$ cat src/rtl/line_mem_initiator.sv
// Line-to-word request sequencer between the cache FSM and the SRAM controller.
// One fill or writeback line is issued as WORDS_PER_LINE back-to-back word transfers.
package line_mem_pkg;
  typedef struct packed {
    logic        valid;
    logic        rw;
    logic [19:0] addr;
    logic [15:0] data;
  } cache_to_mem_type;

  typedef struct packed {
    logic        ready;
    logic [15:0] data;
  } mem_to_cache_type;
endpackage

module line_mem_initiator
  import line_mem_pkg::*;
#(
  parameter int WORDS_PER_LINE = 8,
  parameter int ADDR_W         = 20,
  parameter int DATA_W         = 16,
  localparam int IDX_W         = $clog2(WORDS_PER_LINE),
  localparam int LINE_W        = ADDR_W - IDX_W
) (
  input  logic                             clk,
  input  logic                             rst,
  input  logic                             req_valid,
  output logic                             req_ready,
  input  logic                             req_rw,
  input  logic [LINE_W-1:0]                req_line_addr,
  input  logic [WORDS_PER_LINE*DATA_W-1:0] req_wdata,
  output logic                             done,
  output logic [WORDS_PER_LINE*DATA_W-1:0] rdata,
  output cache_to_mem_type                 mem_req,
  input  mem_to_cache_type                 mem_rsp
);

  typedef enum logic [1:0] {
    IDLE,
    XFER,
    DONE
  } state_t;

  localparam logic [IDX_W-1:0] LAST = IDX_W'(WORDS_PER_LINE - 1);

  state_t            state;
  logic [IDX_W-1:0]  idx;
  logic [IDX_W-1:0]  nidx;
  logic [LINE_W-1:0] line_q;
  logic [DATA_W-1:0] wbuf [WORDS_PER_LINE];

  assign req_ready = (state == IDLE);
  assign nidx      = idx + IDX_W'(1);

  // Writeback line is kept locally so the cache FSM may change req_wdata
  always_ff @(posedge clk) begin
    if (state == IDLE && req_valid) begin
      for (int i = 0; i < WORDS_PER_LINE; i++) begin
        wbuf[i] <= req_wdata[i*DATA_W +: DATA_W];
      end
    end
  end

  always_ff @(posedge clk) begin
    if (!rst) begin
      state   <= IDLE;
      idx     <= '0;
      line_q  <= '0;
      done    <= 1'b0;
      rdata   <= '0;
      mem_req <= '0;
    end else begin
      done <= 1'b0;
      unique case (state)
        IDLE: begin
          if (req_valid) begin
            line_q        <= req_line_addr;
            idx           <= '0;
            state         <= XFER;
            mem_req.valid <= 1'b1;
            mem_req.rw    <= req_rw;
            mem_req.addr  <= {req_line_addr, IDX_W'(0)};
            mem_req.data  <= req_wdata[DATA_W-1:0];
          end
        end
        XFER: begin
          if (mem_rsp.ready) begin
            if (!mem_req.rw) begin
              for (int i = 0; i < WORDS_PER_LINE; i++) begin
                if (idx == IDX_W'(i)) begin
                  rdata[i*DATA_W +: DATA_W] <= mem_rsp.data;
                end
              end
            end
            if (idx == LAST) begin
              state         <= DONE;
              done          <= 1'b1;
              mem_req.valid <= 1'b0;
            end else begin
              idx          <= nidx;
              mem_req.addr <= {line_q, nidx};
              mem_req.data <= wbuf[nidx];
            end
          end
        end
        DONE: begin
          state <= IDLE;
        end
        default: begin
          state <= IDLE;
        end
      endcase
    end
  end

endmodule

$ cat config.mk
export PLATFORM = sky130hd
export DESIGN_NAME = line_mem_initiator
export DESIGN_NICKNAME = d
export VERILOG_FILES = /design/src/rtl/line_mem_initiator.sv
export SDC_FILE = /design/constraint.sdc
export NUM_CORES = 1
export LEC_CHECK = 0
export CORE_ASPECT_RATIO = 1.1
export CORE_MARGIN = 1.5
export CORE_UTILIZATION = 49
export CTS_CLUSTER_DIAMETER = 150
export DETAILED_ROUTE_END_ITERATION = 10
export PLACE_DENSITY = 0.89
export SLEW_MARGIN = 40
export SYNTH_ARGS = -nofsm -noshare
export SYNTH_HDL_FRONTEND = slang
export SYNTH_SLANG_ARGS = --single-unit
$ cat constraint.sdc
create_clock -name clk -period 2.52 [get_ports clk]
set_input_delay 0.252 -clock clk [delete_from_list [all_inputs] [get_ports clk]]
set_output_delay 0.252 -clock clk [all_outputs]
set_load 0.05 [all_outputs]
==> reports/qor.csv, run 1 <==
stage,metric,value,unit
run_status,outcome,"finished, final reports clean",
synthesis,post-synthesis register bit count,314,
cts,root buffer cell,clkbuf_16,
cts,CTS Buf Count,30,
floorplan,IO Count,334,
floorplan,Die X,155.5,um
synthesis,Synth cell types,38,
sta,final hold vios,0,
hold_path,hold worst-path end,wbuf[3][1],
finish,Nets,1593,
route,First-pass DRT Iterations,6,
synthesis,post-synth top area share,0.3067,
setup_path,worst-path fanout max,49,
placed_design,PortBufs,333,
setup_path,crit path cell chain,inv_1 > ha_2 > buf_12 > mux4_2 > a211oi_1 > a2111oi_2,
finish,area delta synth->final,36.54,%
synthesis,synth cell count leaders,"dfxtp_1 (186), a21oi_1 (167), nand3_1 (148)",
synthesis,Synth area leaders,"edfxtp_1 (31%), dfxtp_1 (30%), a21oi_1 (6.7%)",
setup_path,worst path arrival time,2.76,ns
placed_design,pre-CTS WS,0.1298,ns
hold_path,Hold Path Class,in -> reg,
cts,later-pin clock latency in the skew report,0.55,ns
route,ANT nets after route,0,
sta,Final WS setup,0.1495,ns
floorplan,DIE HEIGHT,170.7,um
hold_path,hold wc startpoint,req_wdata[49],
grt,initial antenna violation count,3,
floorplan,Core ar.,0.02519,mm2
grt,largest net degree at the start of global routing,72,
sta,fin. max-slew vios,0,
grt,remaining global-route overflow,0,
floorplan,Initial Util,0.4976,
setup_path,crit path max-delay cell type,mux4_2,
finish,final std cells w/o fill,1761,
route,Post-route DRC,0,
setup_path,CP bufs+invs,2,
placed_design,final RePlAce weighted congestion,0.9050,
cts,post-CTS setup buffer count,0,
synthesis,ys async rst share,0,
grt,global-route wire length before repair,59380,um
finish,fraction of layout instances using a drive strength above 1,0.1046,
flow_run,MaxCap Viol Count,0,
route,overall routed net length,39310,um
grt,number of global-route vias before repair,10490,
sta,Rel. slew slack,0.4958,
setup_path,reg2reg end,mem_req[5],
cts,post-CTS sizing,0,
setup_path,Reg2Reg Depth,6,
finish,filler instances,1774,
sta,setup TNS,0,ns
floorplan,Row Count,61,
hold_path,Hold Path Depth,1,
synthesis,Synthesis Warnings,0,
route,DR iter-0 viols,1177,
synthesis,mapped cell area,0.01253,mm2
sta,RSZ-0062 raised after global routing,false,
setup_path,CP peak stage delay,0.56,ns
power,pwr/cell area,677.8,mW/mm2
synthesis,top_reg_cell synth,dfxtp_1,
sta,Tmin final,2.371,ns
sta,Max Fclk,0.4218,GHz
sta,Tcrit/Tclk final,0.9407,
setup_path,Crit. End Element,flip-flop,
setup_path,Worst R2R Setup Slack,0.15,ns
setup_path,Critical Path RT,2.91,ns
cts,CTS H-tree lvls,1,
synthesis,cells after synthesis,1149,
placed_design,Placed Cells,1704,
power,leakage power,5.563,nW
sta,worst-margin pin slew,0.7563,ns
cts,Sink Count,314,
power,Max IR drop VDD,582.5,uV
cts,"CTS clk-pin slew, worst paths",0.06,ns
setup_path,worst r2r src,mem_req[16],
synthesis,number of synthesized flops with an enable pin,128,
route,WL/cell,22.32,um
synthesis,Avg Inst Size Synth,10.91,um2
synthesis,register area share after synthesis,0.6038,
setup_path,WS Path Type,reg -> reg,
setup_path,Setup crit start kind,flip-flop,
placed_design,hpwl dp,26590,um
cts,CTS max path bufs,3,
synthesis,syn_nets,1321,
sta,final setup violation count,0,
synthesis,dominant cell type by area after synthesis,edfxtp_1,
placed_design,placed cell area,0.01614,mm2
cts,# hold bufs at CTS,0,
cts,CTS tree,done,
synthesis,most numerous cell in the Yosys netlist,dfxtp_1,
sta,Setup Skew,0.01151,ns
finish,Final Cell Area,0.01711,mm2
setup_path,CP top delay family,multiplexers,
power,Pwr Total,11.60,mW
route,vias per inst,6.164,
route,DR vias,10850,
grt,Tot GR Track Use,0.2875,
floorplan,total die area,0.02655,mm2
-- layout make-up --
class	count	area, um2	area share
Clock inverter	9	101.3	0.005922
Clock buffer	45	868.3	0.05074
Inverter	7	36.28	0.002120
Antenna cell	3	7.507	0.0004387
Timing Repair Buffer	373	3744	0.2188
Sequential cell	314	7567	0.4422
Multi-Input combinational cell	695	4394	0.2568
Tap cell	315	394.1	0.02303
-- kinds of logic after synthesis --
kind of cell	Yosys count	synth area share
AO/OA/AOI/OAI	363	0.1689
flip-flops	314	0.6038
AND/OR/NAND/NOR	278	0.1149
buffers and inverters	140	0.04892
multiplexers	48	0.05750
adder cells (fa/ha/maj)	6	0.005990
-- layout by cell type, fill, tap and decap left out, drive strengths merged, types with 17 or more instances in the layout --
| cell type | netlist | final |
|---|---|---|
| a21oi | 167 | 167 |
| a311oi | 17 | 17 |
| buf | 43 | 41 |
| clkbuf | 90 | 45 |
| clkdlybuf4s50 | 0 | 332 |
| dfxtp | 186 | 186 |
| edfxtp | 128 | 128 |
| mux2 | 32 | 32 |
| nand2 | 60 | 60 |
| nand3 | 148 | 148 |
| nor3 | 35 | 35 |
| o21ai | 129 | 129 |
| or3b | 17 | 17 |
-- routing by layer --
layer,up-vias,global-route usage,part of all wire
met5,-,0,0
met3,145,0.04762,0.094
met1,5185,0.3687,0.37
li1,4825,-,-
met4,0,0.1681,0.063
met2,699,0.4618,0.48
-- per-stage QoR --
step	utilization	hold slack, ns
after floorplan	-	0.3509
after global placement	0.6406	0.4415
after detailed placement	0.6406	0.4472
after CTS	0.6791	0.2413
after global routing	0.6793	0.2467
final	0.6794	0.2536
-- where the power goes --
part	internal, mW	switching, mW
Clock	2.57	1.87
Sequential	5.53	0.112
Combinational	0.619	0.896
-- worst max path at each step --
| stage | cells past startpoint | to | start | slack (ns) |
|---|---|---|---|---|
| floorplan | 6 | mem_req[8] | mem_req[16] | 0.05 |
| global placement | 6 | mem_req[5] | mem_req[16] | 0.27 |
| detailed placement | 6 | mem_req[8] | mem_req[16] | 0.13 |
| CTS | 6 | mem_req[6] | mem_req[16] | 0.13 |
| global route | 6 | mem_req[8] | mem_req[16] | 0.01 |
| finish | 6 | mem_req[5] | mem_req[16] | 0.15 |
-- flip-flops by register name, summed over array words and instances, names as in the netlist --
register  flops
mem_req      38
state         2
wbuf        128
rdata       128
done          1
line_q       17
No activity file was read; power rests on OpenSTA's default activity.
==> run 2, diff against run 1 <==
HOLD_SLACK_MARGIN = 0.08   (was unset)
==> results of run 2 <==
No change in the layout: final DEF, timing and power equal those of run 1.
==> run 3, diff against run 2 <==
CTS_BUF_LIST = sky130_fd_sc_hd__clkbuf_8 sky130_fd_sc_hd__clkbuf_16   (was unset)
RECOVER_POWER = 25   (was unset)
==> reports/qor.csv, run 3 (same netlist as run 1, synthesis figures left out) <==
stage,metric,value,unit
finish,area delta synth->final,36.58,%
grt,Tot GR Track Use,0.2875,
flow_run,MaxCap Viol Count,0,
setup_path,Crit. End Element,flip-flop,
route,Post-route DRC,0,
sta,Tmin final,2.370,ns
grt,number of global-route vias before repair,10490,
floorplan,Die X,155.5,um
cts,later-pin clock latency in the skew report,0.55,ns
cts,post-CTS sizing,0,
placed_design,hpwl dp,26590,um
placed_design,final RePlAce weighted congestion,0.9050,
sta,Tcrit/Tclk final,0.9404,
power,pwr/cell area,674.0,mW/mm2
finish,"most common cell after layout, fill and taps aside",clkdlybuf4s50_1,
cts,CTS H-tree lvls,1,
finish,fraction of layout instances using a drive strength above 1,0.1046,
setup_path,worst path arrival time,2.77,ns
cts,Sink Count,314,
cts,# hold bufs at CTS,0,
power,Sw Pwr,2.892,mW
cts,"CTS clk-pin slew, worst paths",0.06,ns
sta,final hold vios,0,
sta,worst-margin pin slew,1.038,ns
sta,Setup Skew,0.01022,ns
power,Pwr Total,11.54,mW
run_status,outcome,"finished, final reports clean",
sta,Rel. slew slack,0.3083,
finish,filler instances,1775,
grt,global-route wire length before repair,59380,um
grt,largest net degree at the start of global routing,72,
sta,RSZ-0062 raised after global routing,false,
floorplan,Initial Util,0.4976,
sta,Final WS setup,0.1501,ns
grt,initial antenna violation count,7,
finish,Final Cell Area,0.01712,mm2
route,WL/cell,22.37,um
power,Pint,8.645,mW
route,DR vias,10910,
placed_design,PortBufs,333,
sta,Min Hold Slack,0.2646,ns
placed_design,pre-CTS WS,0.1298,ns
finish,Final Util,0.6796,
sta,final setup violation count,0,
finish,Nets,1593,
cts,root buffer cell,clkbuf_16,
route,vias per inst,6.187,
hold_path,Hold Path Class,in -> reg,
sta,Max Fclk,0.4220,GHz
placed_design,placed cell area,0.01614,mm2
finish,biggest regs,"rdata (128), wbuf (128), mem_req (38)",
power,Flop pwr share,0.489,
sta,fin. max-slew vios,0,
cts,CTS tree,done,
floorplan,Core ar.,0.02519,mm2
power,leakage power,5.638,nW
setup_path,Critical Path RT,2.92,ns
route,First-pass DRT Iterations,6,
finish,most frequent cells in the layout,"clkdlybuf4s50_1 (204), dfxtp_1 (186), a21oi_1 (167), nand3_1 (148)",
setup_path,WS Path Type,reg -> reg,
route,overall routed net length,39450,um
power,combinational fraction of design power,0.128,
setup_path,Setup crit start kind,flip-flop,
finish,final std cells w/o fill,1764,
cts,CTS Buf Count,30,
placed_design,Placed Cells,1704,
power,Clock Power Share,0.383,
power,Max IR drop VDD,584.6,uV
floorplan,DIE HEIGHT,170.7,um
floorplan,IO Count,334,
power,Sw Share,0.2506,
floorplan,total die area,0.02655,mm2
grt,remaining global-route overflow,0,
floorplan,Row Count,61,
route,DR iter-0 viols,1202,
setup_path,worst-path fanout max,49,
sta,setup TNS,0,ns
cts,CTS max path bufs,3,
cts,post-CTS setup buffer count,0,
route,ANT nets after route,0,
[run 3: cell types whose count changed in the layout (fill, tap and decap cells not counted), sizes merged]
cell,change
buf,-1
clkbuf,-9
clkdlybuf4s50,-128
diode,+3
dlygate4sd3,+128
inv,+10
[run 3: layout make-up]
| class | count | area [um2] | area share |
|---|---|---|---|
| flip-flops and latches | 314 | 7567 | 0.4421 |
| multi-input cells | 695 | 4394 | 0.2567 |
| repair buffers | 373 | 3741 | 0.2186 |
| clock inverters | 19 | 138.9 | 0.008113 |
| clock buffers | 35 | 830.8 | 0.04853 |
| inverters | 7 | 36.28 | 0.002120 |
| diodes | 6 | 15.01 | 0.0008771 |
| well taps | 315 | 394.1 | 0.02302 |
[run 3: worst paths after layout]
check,depth (start not counted),slack [ns],to,from
worst max-delay path,6,0.15,mem_req[5],mem_req[16]
worst min-delay path,3,0.26,mem_req[36],req_rw
worst max register to register,6,0.15,mem_req[5],mem_req[16]
worst min register to register,2,0.46,line_q[13],line_q[13]
[run 3: power groups by stage]
stage	clock network, mW	logic, mW	registers (mW)
after detailed placement	0	1.49	5.74
after global routing	4.63	1.55	5.66
after floorplan	0	0.606	5.95
final	4.41	1.48	5.65
after CTS	4.43	1.50	5.64
after global placement	0	1.46	5.73
[run 3: metal layers]
metal | track usage | wire, um | part of all wire
met1 | 0.3687 | 14600 | 0.37
met5 | 0 | 0 | 0
met2 | 0.4618 | 18710 | 0.47
met3 | 0.04762 | 3726 | 0.094
met4 | 0.1681 | 2420 | 0.061
[run 3: critical path, stage by stage, from the launching register on]
cell and delay [ns]:
dfxtp_1 0.47, inv_1 0.13, ha_2 0.36, buf_12 0.30
mux4_2 0.56, a211oi_1 0.30, a2111oi_2 0.08
